`config.mk`:
```
export PLATFORM = sky130hd
export DESIGN_NAME = muldiv_unit
export DESIGN_NICKNAME = d
export VERILOG_FILES = /design/src/rtl/muldiv_unit.sv
export SDC_FILE = /design/constraint.sdc
export NUM_CORES = 1
export LEC_CHECK = 0
export CAP_MARGIN = 20
export CELL_PAD_IN_SITES_DETAIL_PLACEMENT = 1
export CELL_PAD_IN_SITES_GLOBAL_PLACEMENT = 1
export CORE_MARGIN = 2
export CORE_UTILIZATION = 30
export DETAILED_ROUTE_END_ITERATION = 10
export PLACE_DENSITY = 0.63
export SYNTH_ARGS = -nofsm -noshare
export SYNTH_HDL_FRONTEND = slang
export SYNTH_SLANG_ARGS = --single-unit
```
`constraint.sdc`:
```
create_clock -name clk -period 3.6 [get_ports clk]
set_input_delay 0.54 -clock clk [delete_from_list [all_inputs] [get_ports clk]]
set_output_delay 0.54 -clock clk [all_outputs]
set_load 0.03 [all_outputs]
```
`src/rtl/muldiv_unit.sv`:
```
// Iterative multiply/divide sequencer owning the architectural HI/LO registers.
// Optional macro MULDIV_FAST_MUL_EN: single-cycle multiply path (divide stays iterative).
module muldiv_unit #(
    parameter int WIDTH = 32
) (
    input  logic             clk,
    input  logic             reset,
    input  logic             start,
    input  logic [2:0]       op,
    input  logic [WIDTH-1:0] a,
    input  logic [WIDTH-1:0] b,
    output logic             busy,
    output logic             done,
    output logic [WIDTH-1:0] hi,
    output logic [WIDTH-1:0] lo
);
    localparam logic [1:0] S_IDLE = 2'd0;
    localparam logic [1:0] S_RUN  = 2'd1;
    localparam logic [1:0] S_FIX  = 2'd2;
    localparam int CW = $clog2(WIDTH);

    logic [1:0]         state_reg;
    logic [CW-1:0]      counter_reg;
    logic [2*WIDTH-1:0] acc_reg;
    logic [WIDTH-1:0]   opnd_reg;
    logic               is_div_reg;
    logic               neg_q_reg;
    logic               neg_r_reg;
    logic [WIDTH-1:0]   hi_reg;
    logic [WIDTH-1:0]   lo_reg;
    logic               done_reg;

    // Operand magnitudes: op 0 and 2 are the signed variants.
    logic             signed_op;
    logic [WIDTH-1:0] a_abs;
    logic [WIDTH-1:0] b_abs;
    assign signed_op = ~op[0];
    assign a_abs = (signed_op && a[WIDTH-1]) ? (~a + 1'b1) : a;
    assign b_abs = (signed_op && b[WIDTH-1]) ? (~b + 1'b1) : b;

    // Shift-add step: accumulator low half holds the remaining multiplier bits.
    logic [WIDTH:0]     mul_sum;
    logic [2*WIDTH-1:0] mul_next;
    assign mul_sum  = {1'b0, acc_reg[2*WIDTH-1:WIDTH]} + (acc_reg[0] ? {1'b0, opnd_reg} : '0);
    assign mul_next = {mul_sum, acc_reg[WIDTH-1:1]};

    // Restoring divide step: upper half is the partial remainder, lower half the dividend/quotient.
    logic [WIDTH:0]     div_shift;
    logic [WIDTH+1:0]   div_diff;
    logic               div_ok;
    logic [2*WIDTH-1:0] div_next;
    assign div_shift = {acc_reg[2*WIDTH-1:WIDTH], acc_reg[WIDTH-1]};
    assign div_diff  = {1'b0, div_shift} - {2'b00, opnd_reg};
    assign div_ok    = ~div_diff[WIDTH+1];
    assign div_next  = {(div_ok ? div_diff[WIDTH-1:0] : div_shift[WIDTH-1:0]),
                        acc_reg[WIDTH-2:0], div_ok};

    logic [2*WIDTH-1:0] prod_fix;
    logic [WIDTH-1:0]   quo_fix;
    logic [WIDTH-1:0]   rem_fix;
    assign prod_fix = neg_q_reg ? (~acc_reg + 1'b1) : acc_reg;
    assign quo_fix  = neg_q_reg ? (~acc_reg[WIDTH-1:0] + 1'b1) : acc_reg[WIDTH-1:0];
    assign rem_fix  = neg_r_reg ? (~acc_reg[2*WIDTH-1:WIDTH] + 1'b1) : acc_reg[2*WIDTH-1:WIDTH];

`ifdef MULDIV_FAST_MUL_EN
    logic [2*WIDTH-1:0] fast_prod;
    assign fast_prod = {{WIDTH{1'b0}}, a_abs} * {{WIDTH{1'b0}}, b_abs};
`endif

    always_ff @(posedge clk) begin
        if (reset) begin
            state_reg   <= S_IDLE;
            counter_reg <= '0;
            acc_reg     <= '0;
            opnd_reg    <= '0;
            is_div_reg  <= 1'b0;
            neg_q_reg   <= 1'b0;
            neg_r_reg   <= 1'b0;
            hi_reg      <= '0;
            lo_reg      <= '0;
            done_reg    <= 1'b0;
        end else begin
            done_reg <= 1'b0;
            case (state_reg)
                S_IDLE: begin
                    if (start) begin
                        case (op)
                            3'd0, 3'd1: begin
                                is_div_reg <= 1'b0;
                                neg_q_reg  <= signed_op & (a[WIDTH-1] ^ b[WIDTH-1]);
                                neg_r_reg  <= signed_op & a[WIDTH-1];
`ifdef MULDIV_FAST_MUL_EN
                                acc_reg    <= fast_prod;
                                state_reg  <= S_FIX;
`else
                                acc_reg     <= {{WIDTH{1'b0}}, b_abs};
                                opnd_reg    <= a_abs;
                                counter_reg <= CW'(WIDTH - 1);
                                state_reg   <= S_RUN;
`endif
                            end
                            3'd2, 3'd3: begin
                                is_div_reg <= 1'b1;
                                if (b == '0) begin
                                    // Divide by zero: raw dividend to HI, all ones to LO, no sign fix.
                                    acc_reg   <= {a, {WIDTH{1'b1}}};
                                    neg_q_reg <= 1'b0;
                                    neg_r_reg <= 1'b0;
                                    state_reg <= S_FIX;
                                end else begin
                                    acc_reg     <= {{WIDTH{1'b0}}, a_abs};
                                    opnd_reg    <= b_abs;
                                    neg_q_reg   <= signed_op & (a[WIDTH-1] ^ b[WIDTH-1]);
                                    neg_r_reg   <= signed_op & a[WIDTH-1];
                                    counter_reg <= CW'(WIDTH - 1);
                                    state_reg   <= S_RUN;
                                end
                            end
                            3'd4:    hi_reg <= a;
                            3'd5:    lo_reg <= a;
                            default: ;
                        endcase
                    end
                end
                S_RUN: begin
                    acc_reg     <= is_div_reg ? div_next : mul_next;
                    counter_reg <= counter_reg - 1'b1;
                    if (counter_reg == '0) begin
                        state_reg <= S_FIX;
                    end
                end
                S_FIX: begin
                    if (is_div_reg) begin
                        hi_reg <= rem_fix;
                        lo_reg <= quo_fix;
                    end else begin
                        hi_reg <= prod_fix[2*WIDTH-1:WIDTH];
                        lo_reg <= prod_fix[WIDTH-1:0];
                    end
                    done_reg  <= 1'b1;
                    state_reg <= S_IDLE;
                end
                default: state_reg <= S_IDLE;
            endcase
        end
    end

    assign busy = (state_reg != S_IDLE);
    assign done = done_reg;
    assign hi   = hi_reg;
    assign lo   = lo_reg;
endmodule
```
# Word-level counts from Yosys, hierarchy flattened

Cells that the tools add are included.

Logic and storage cells: 98
Memories kept: 0
Output and inout port bits: 66
ROM bits: 0
Bits in registers: 171
Input port bits: 70
Bits in latches: 0
Memory bits (writable): 0

Add/sub/neg operators: 8
Equal/unequal tests: 14
Multiply operators: 0
Order comparisons: 0
Shift-type cells: 0
Multiplexer cells: 37
Reduce and logical (&&, ||, !) cells: 19
Divide/modulo/power cells: 0
Bitwise logic cells: 10

Operator list:

| operator                                                            | count |
|---|---|
| 32-bit 2-to-1 mux                                                   | 13 |
| 64-bit 2-to-1 mux                                                   | 4 |
| 64-bit case mux with 2 select lines                                 | 2 |
| 32-bit case mux with 2 select lines                                 | 3 |
| 32-bit by 1-bit adder with 32-bit output (second input constant)    | 4 |
| 32-bit inverter                                                     | 4 |
| 64-bit by 1-bit adder with 64-bit output (second input constant)    | 1 |
| 64-bit inverter                                                     | 1 |
| 33-bit by 32-bit subtractor with 34-bit output                      | 1 |
| 32-bit by 32-bit adder with 33-bit output                           | 1 |
| 32-bit logical NOT                                                  | 1 |
| 5-bit case mux with 2 select lines                                  | 2 |
| 3-bit AND reduction                                                 | 5 |
| 5-bit 2-to-1 mux                                                    | 2 |
| 2-bit case mux with 2 select lines                                  | 2 |
| 4-bit AND reduction                                                 | 2 |
| 2-bit nonzero test                                                  | 4 |
| 3-bit by 2-bit == test with 1-bit output (second input constant)    | 2 |
| 3-bit == test (second input constant)                               | 2 |
| 2-bit 2-to-1 mux                                                    | 3 |
| 2-bit != test (second input constant)                               | 3 |
| 1-bit case mux with 2 select lines                                  | 3 |
| 5-bit logical NOT                                                   | 1 |
| 5-bit by 1-bit subtractor with 5-bit output (second input constant) | 1 |
| 14 further kinds                                                    | 21 |

# Depth between registers and ports, before layout

Depth in word-level cells: 7
Gate-level depth with buffers: 15
Mapped depth without buffers: 12

# Worst setup path after synthesis

No wires, ideal clock.

Path kind: register to register
Start point: register acc_reg[0]
End point: register acc_reg[52]
Required time: 3.477 ns
Data arrival time: 3.107 ns
Slack: 0.370 ns
Cell stages (with the launch flop): 14
Setup time: 0.123 ns
Cells stage by stage: dfxtp_1 > inv_1 > buf_1 > nor2_1 > ha_1 > a21oi_1 > o21ai_0 > or3_1 > a21oi_1 > o21ai_0 > a311o_1 > a41oi_1 > a211oi_1 > a311o_2

Word-level cells in the longest chain between the ends: 4

RTL lines:

| what                                      | line | text |
|---|---|---|
| from (decl)                               | 24   | `logic [2*WIDTH-1:0] acc_reg;` |
| from (signal assigned)                    | 96   | `acc_reg <= {{WIDTH{1'b0}}, b_abs};` |
| from (signal assigned)                    | 106  | `acc_reg <= {a, {WIDTH{1'b1}}};` |
| from (signal assigned)                    | 111  | `acc_reg <= {{WIDTH{1'b0}}, a_abs};` |
| 32-bit 2-to-1 mux                         | 44   | `assign mul_sum = {1'b0, acc_reg[2*WIDTH-1:WIDTH]} + (acc_reg[0] ? {1'b0, opnd_reg} : '0);` |
| 32-bit by 32-bit adder with 33-bit output | 44   |  |
| 64-bit 2-to-1 mux                         | 126  | `acc_reg <= is_div_reg ? div_next : mul_next;` |
| 64-bit case mux with 2 select lines       | 84   | `case (state_reg)` |

Every way passes these cells.
A chain may end at the register's enable or synchronous reset.

# Worst setup path in the final report

Start point: register opnd_reg[6]
End point: register acc_reg[55]

Word-level cells in the longest chain between the ends: 4
Elaborated cells between the ends (all ways): 6

RTL lines:

| what                                                                                | line   | text |
|---|---|---|
| from (decl)                                                                         | 25     | `logic [WIDTH-1:0] opnd_reg;` |
| from (signal assigned)                                                              | 97     | `opnd_reg <= a_abs;` |
| from (signal assigned)                                                              | 112    | `opnd_reg <= b_abs;` |
| 33-bit by 32-bit subtractor with 34-bit output or 32-bit 2-to-1 mux (tied branches) | 53, 44 |  |
| 32-bit 2-to-1 mux or 32-bit by 32-bit adder with 33-bit output (tied branches)      | 55, 44 |  |
| 64-bit 2-to-1 mux (*)                                                               | 126    |  |
| 64-bit case mux with 2 select lines (*)                                             | 84     |  |
| to (signal assigned)                                                                | 96     |  |
| to (signal assigned)                                                                | 106    |  |
| to (signal assigned)                                                                | 126    |  |

Mark *: on every way between the ends. The rest lies on a longest branch, timed or not.

==> reports/metrics.cfg <==
[route]
wire_per_inst_um=26.3
drtPass1Iterations=5
detailroute.via_count=17900
totalWireLength_mm=80.3
detail_route.iter0.violations=1503
detail_route.vias_per_cell=5.85
post-route-drc-count=0
antenna_left=0

[setup_path]
cpLargestDelayFamily=compound AO/OA/AOI/OAI gates
worst_ep_arrival_time_ps=3900
timing.setup.critical_path_class=reg2reg
worst_path_largest_cell_delay_ps=520
timing.critical_path.slowest_stage_cell=sky130_fd_sc_hd__a2111oi_0
cp_num_buf_inv=2
required_time_of_the_worst_setup_path_ps=3980
critical_path.cell_chain=inv_1 > ha_1 > a21oi_1 > o21ai_0 > a221oi_2 > buf_4 > a21oi_1 > a2111oi_0 > xor2_1 > o21ai_0 > nand4_1 > a221oi_1
endpoint_kind=register
startpoint_type=register
worstPathMaxFanout=3

[timing]
fmaxAchievable_ghz=0.285
final_hold_viol_count=0
shortest_clock_period_the_worst_path_allows_after_layout_ps=3510
layout_worst_path_cycle_share=0.976
slew-limit-headroom=0.295
timing_max_transition_violations_final=0
setup_repair_after_global_routing_missed_its_margin=yes
final-setup-viol-count=0
slew_at_the_pin_closest_to_its_max_slew_limit_ps=1050
clock_skew_ps=15.6

[finish]
largest_reg_flops=64
finalNonFillerCells=3057
design.final.nets=2513
drive_above_1_share=0.141
end_of_flow_core_utilization=0.387
areaGrowthSynthToFinish_pct=27.0

[cts]
cts.clk_slew.worst_paths_ps=80
h_tree_depth_reported_by_cts=4
cts_tree=yes
numClockSinks=171
numCtsBuffers=17
clockRootBuffer=sky130_fd_sc_hd__clkbuf_16
worstSkewPairLatency_ps=480
ctsLongestPathBuffers=2

[power]
comb_power_share=0.577
switching_share=0.474
pwr_density_cell_nw_per_um2=561
internal_power_of_the_cells_mw=5.73
power_frac_seq=0.230
worst_ir_drop_vdd_v=0.000312
netSwitchingPower_mw=5.16
clock_power_share=0.193
static-leakage-power_nw=7.73

[status]
outcome=finished clean

[synth]
synth_unique_cells=80
synthesis_warnings=0
post_synth_edffs=0
seq_area_frac_synth=0.224
synth.net_count=2274
synth_area_per_cell_um2=7.18
post_synth_instance_area_um2=15300
netlist_instances=2132
synth_seq_cells=171
yosys_most_used_dff=sky130_fd_sc_hd__dfxtp_1
fraction_of_synthesis_flops_using_an_asynchronous_set_or_reset_pin=0

[run]
max_cap_viol_count=0

[floorplan]
dieArea_um2=52800
rows=82
core_um2=50300
die_width_um=230
initial_core_util=0.304
pin_count=136
floorplan.die.height_um=230

[global_routing]
grt_start_max_net_pins=72
grt_first_pass_wirelength_mm=117
antenna_found_initial=0
grt_overflow=0
grt_util_all_layers=0.295
grt_pass1_vias=17800

[worst_hold_path]
worst_hold_path_type=reg2reg

[placement]
finalWeightedCongestion=0.950
dp_hpwl_mm=63.0
dp.cells=3024
place.port_buffers=135

[worst reg2reg max path: cells and delay by family (launching register included)]
family	cells	cell delay (ps)
AND/OR/NAND/NOR	1	170
adder cells (fa/ha/maj)	1	310
flip-flops	1	350
AO/OA/AOI/OAI	7	2160
buffers and inverters	2	290
XOR/XNOR	1	130
[routing by layer]
layer | track usage | up-vias | part of all wire
met2 | 0.463 | 678 | 0.45
met3 | 0.0408 | 135 | 0.067
li1 | - | 8186 | -
met1 | 0.396 | 8883 | 0.44
met5 | 0 | - | 0
met4 | 0.149 | 0 | 0.051
[area by class of cell]
cell class,instances,area (µm²)
Fill cell,6231,30800
Multi-Input combinational cell,1742,11100
Sequential cell,171,3430
Timing Repair Buffer,373,3210
Tap cell,672,841
Clock buffer,17,425
Inverter,66,248
Clock inverter,14,203
Antenna cell,2,5.00
[per-stage QoR]
| stage | worst slack (ps) | hold WS [ps] | instance area (µm²) | TNS (ps) | total power [mW] |
|---|---|---|---|---|---|
| final | 86.6 | 454 | 19400 | 0 | 10.9 |
| after global routing | -29.5 | 475 | 19400 | -34.5 | 11.4 |
| after CTS | 31.5 | 455 | 19300 | 0 | 10.8 |
| after detailed placement | 62.8 | 445 | 18700 | 0 | 8.66 |
| after global placement | 82.5 | 444 | 18700 | 0 | 8.56 |
| after floorplan | 370 | 432 | 15300 | 0 | 6.22 |
[cells in the final DEF, fill, tap and decap left out, types with 10 or more instances in the layout]
cell                              instances
sky130_fd_sc_hd__clkbuf_16               17
sky130_fd_sc_hd__nor3_1                  76
sky130_fd_sc_hd__and3_1                  19
sky130_fd_sc_hd__nand4_1                 12
sky130_fd_sc_hd__a311oi_1                19
sky130_fd_sc_hd__a21oi_1                184
sky130_fd_sc_hd__o21ai_0                146
sky130_fd_sc_hd__nor4_1                  13
sky130_fd_sc_hd__or4_1                   12
sky130_fd_sc_hd__mux2_2                  10
sky130_fd_sc_hd__or3_1                   18
sky130_fd_sc_hd__nand2_1                205
sky130_fd_sc_hd__a211oi_1                67
sky130_fd_sc_hd__nor2_1                 284
sky130_fd_sc_hd__o211ai_1                31
sky130_fd_sc_hd__inv_1                   65
sky130_fd_sc_hd__o31ai_1                 20
sky130_fd_sc_hd__a21o_1                  21
sky130_fd_sc_hd__nand2b_1                11
sky130_fd_sc_hd__nand3_1                 41
sky130_fd_sc_hd__mux2i_1                 69
sky130_fd_sc_hd__dfxtp_1                170
sky130_fd_sc_hd__xnor2_1                100
sky130_fd_sc_hd__o22ai_1                 17
sky130_fd_sc_hd__o41ai_1                 13
sky130_fd_sc_hd__a221oi_1                24
sky130_fd_sc_hd__nor2b_1                 11
sky130_fd_sc_hd__ha_1                    70
sky130_fd_sc_hd__xor2_1                  69
sky130_fd_sc_hd__a31oi_1                 21
sky130_fd_sc_hd__buf_4                  232
sky130_fd_sc_hd__o21a_1                  16
sky130_fd_sc_hd__clkdlybuf4s50_1        134
[cells in the mapped netlist, types with 14 or more instances]
library cell	count	area [µm²]
sky130_fd_sc_hd__xnor2_1	100	876
sky130_fd_sc_hd__nor2b_1	14	87.6
sky130_fd_sc_hd__a31oi_1	22	138
sky130_fd_sc_hd__ha_1	70	876
sky130_fd_sc_hd__nor3_1	77	385
sky130_fd_sc_hd__mux2i_1	69	691
sky130_fd_sc_hd__o22ai_1	17	106
sky130_fd_sc_hd__a21oi_1	186	931
sky130_fd_sc_hd__dfxtp_1	171	3420
sky130_fd_sc_hd__or3_1	18	113
sky130_fd_sc_hd__xor2_1	69	604
sky130_fd_sc_hd__clkbuf_1	124	465
sky130_fd_sc_hd__o21ai_0	149	746
sky130_fd_sc_hd__a21o_1	21	158
sky130_fd_sc_hd__inv_1	65	244
sky130_fd_sc_hd__a211oi_1	68	510
sky130_fd_sc_hd__o211ai_1	31	233
sky130_fd_sc_hd__nor2_1	286	1070
sky130_fd_sc_hd__and3_1	19	119
sky130_fd_sc_hd__a311oi_1	20	175
sky130_fd_sc_hd__o31ai_1	20	150
sky130_fd_sc_hd__o21a_1	16	120
sky130_fd_sc_hd__nand2_1	205	769
sky130_fd_sc_hd__nand3_1	41	205
sky130_fd_sc_hd__a221oi_1	28	245
[final timing paths]
| kind | from | to | slack [ps] | cells after the start |
|---|---|---|---|---|
| worst max-delay path | opnd_reg[6]$_SDFFE_PP0P_ | acc_reg[55]$_SDFFE_PP0P_ | 90 | 12 |
| worst min-delay path | opnd_reg[20]$_SDFFE_PP0P_ | opnd_reg[20]$_SDFFE_PP0P_ | 450 | 2 |
| worst max register to register | opnd_reg[6]$_SDFFE_PP0P_ | acc_reg[55]$_SDFFE_PP0P_ | 90 | 12 |
| worst min register to register | opnd_reg[20]$_SDFFE_PP0P_ | opnd_reg[20]$_SDFFE_PP0P_ | 450 | 2 |
[power by group through the flow]
stage / clock network (mW) / registers (mW) / logic, mW
after detailed placement: 0 / 2.54 / 6.12
after global placement: 0 / 2.52 / 6.04
after CTS: 2.12 / 2.49 / 6.16
after floorplan: 0 / 2.54 / 3.68
after global routing: 2.18 / 2.54 / 6.72
final: 2.10 / 2.51 / 6.29
[cells by family after synthesis]
logic type,Yosys count,synth area share
simple gates,760,0.230
compound gates,662,0.278
flops,171,0.224
xor+xnor,169,0.0967
mux,79,0.0525
buf+inv,219,0.0594
fa+ha+maj,72,0.0599
[repair_timing]
action,4_1_cts,5_1_grt
gates resized for setup,0,20
endpoints found under the setup margin,0,12
hold buffers,0,0
setup buffers,0,0
Power figures use the tool's default switching activity.
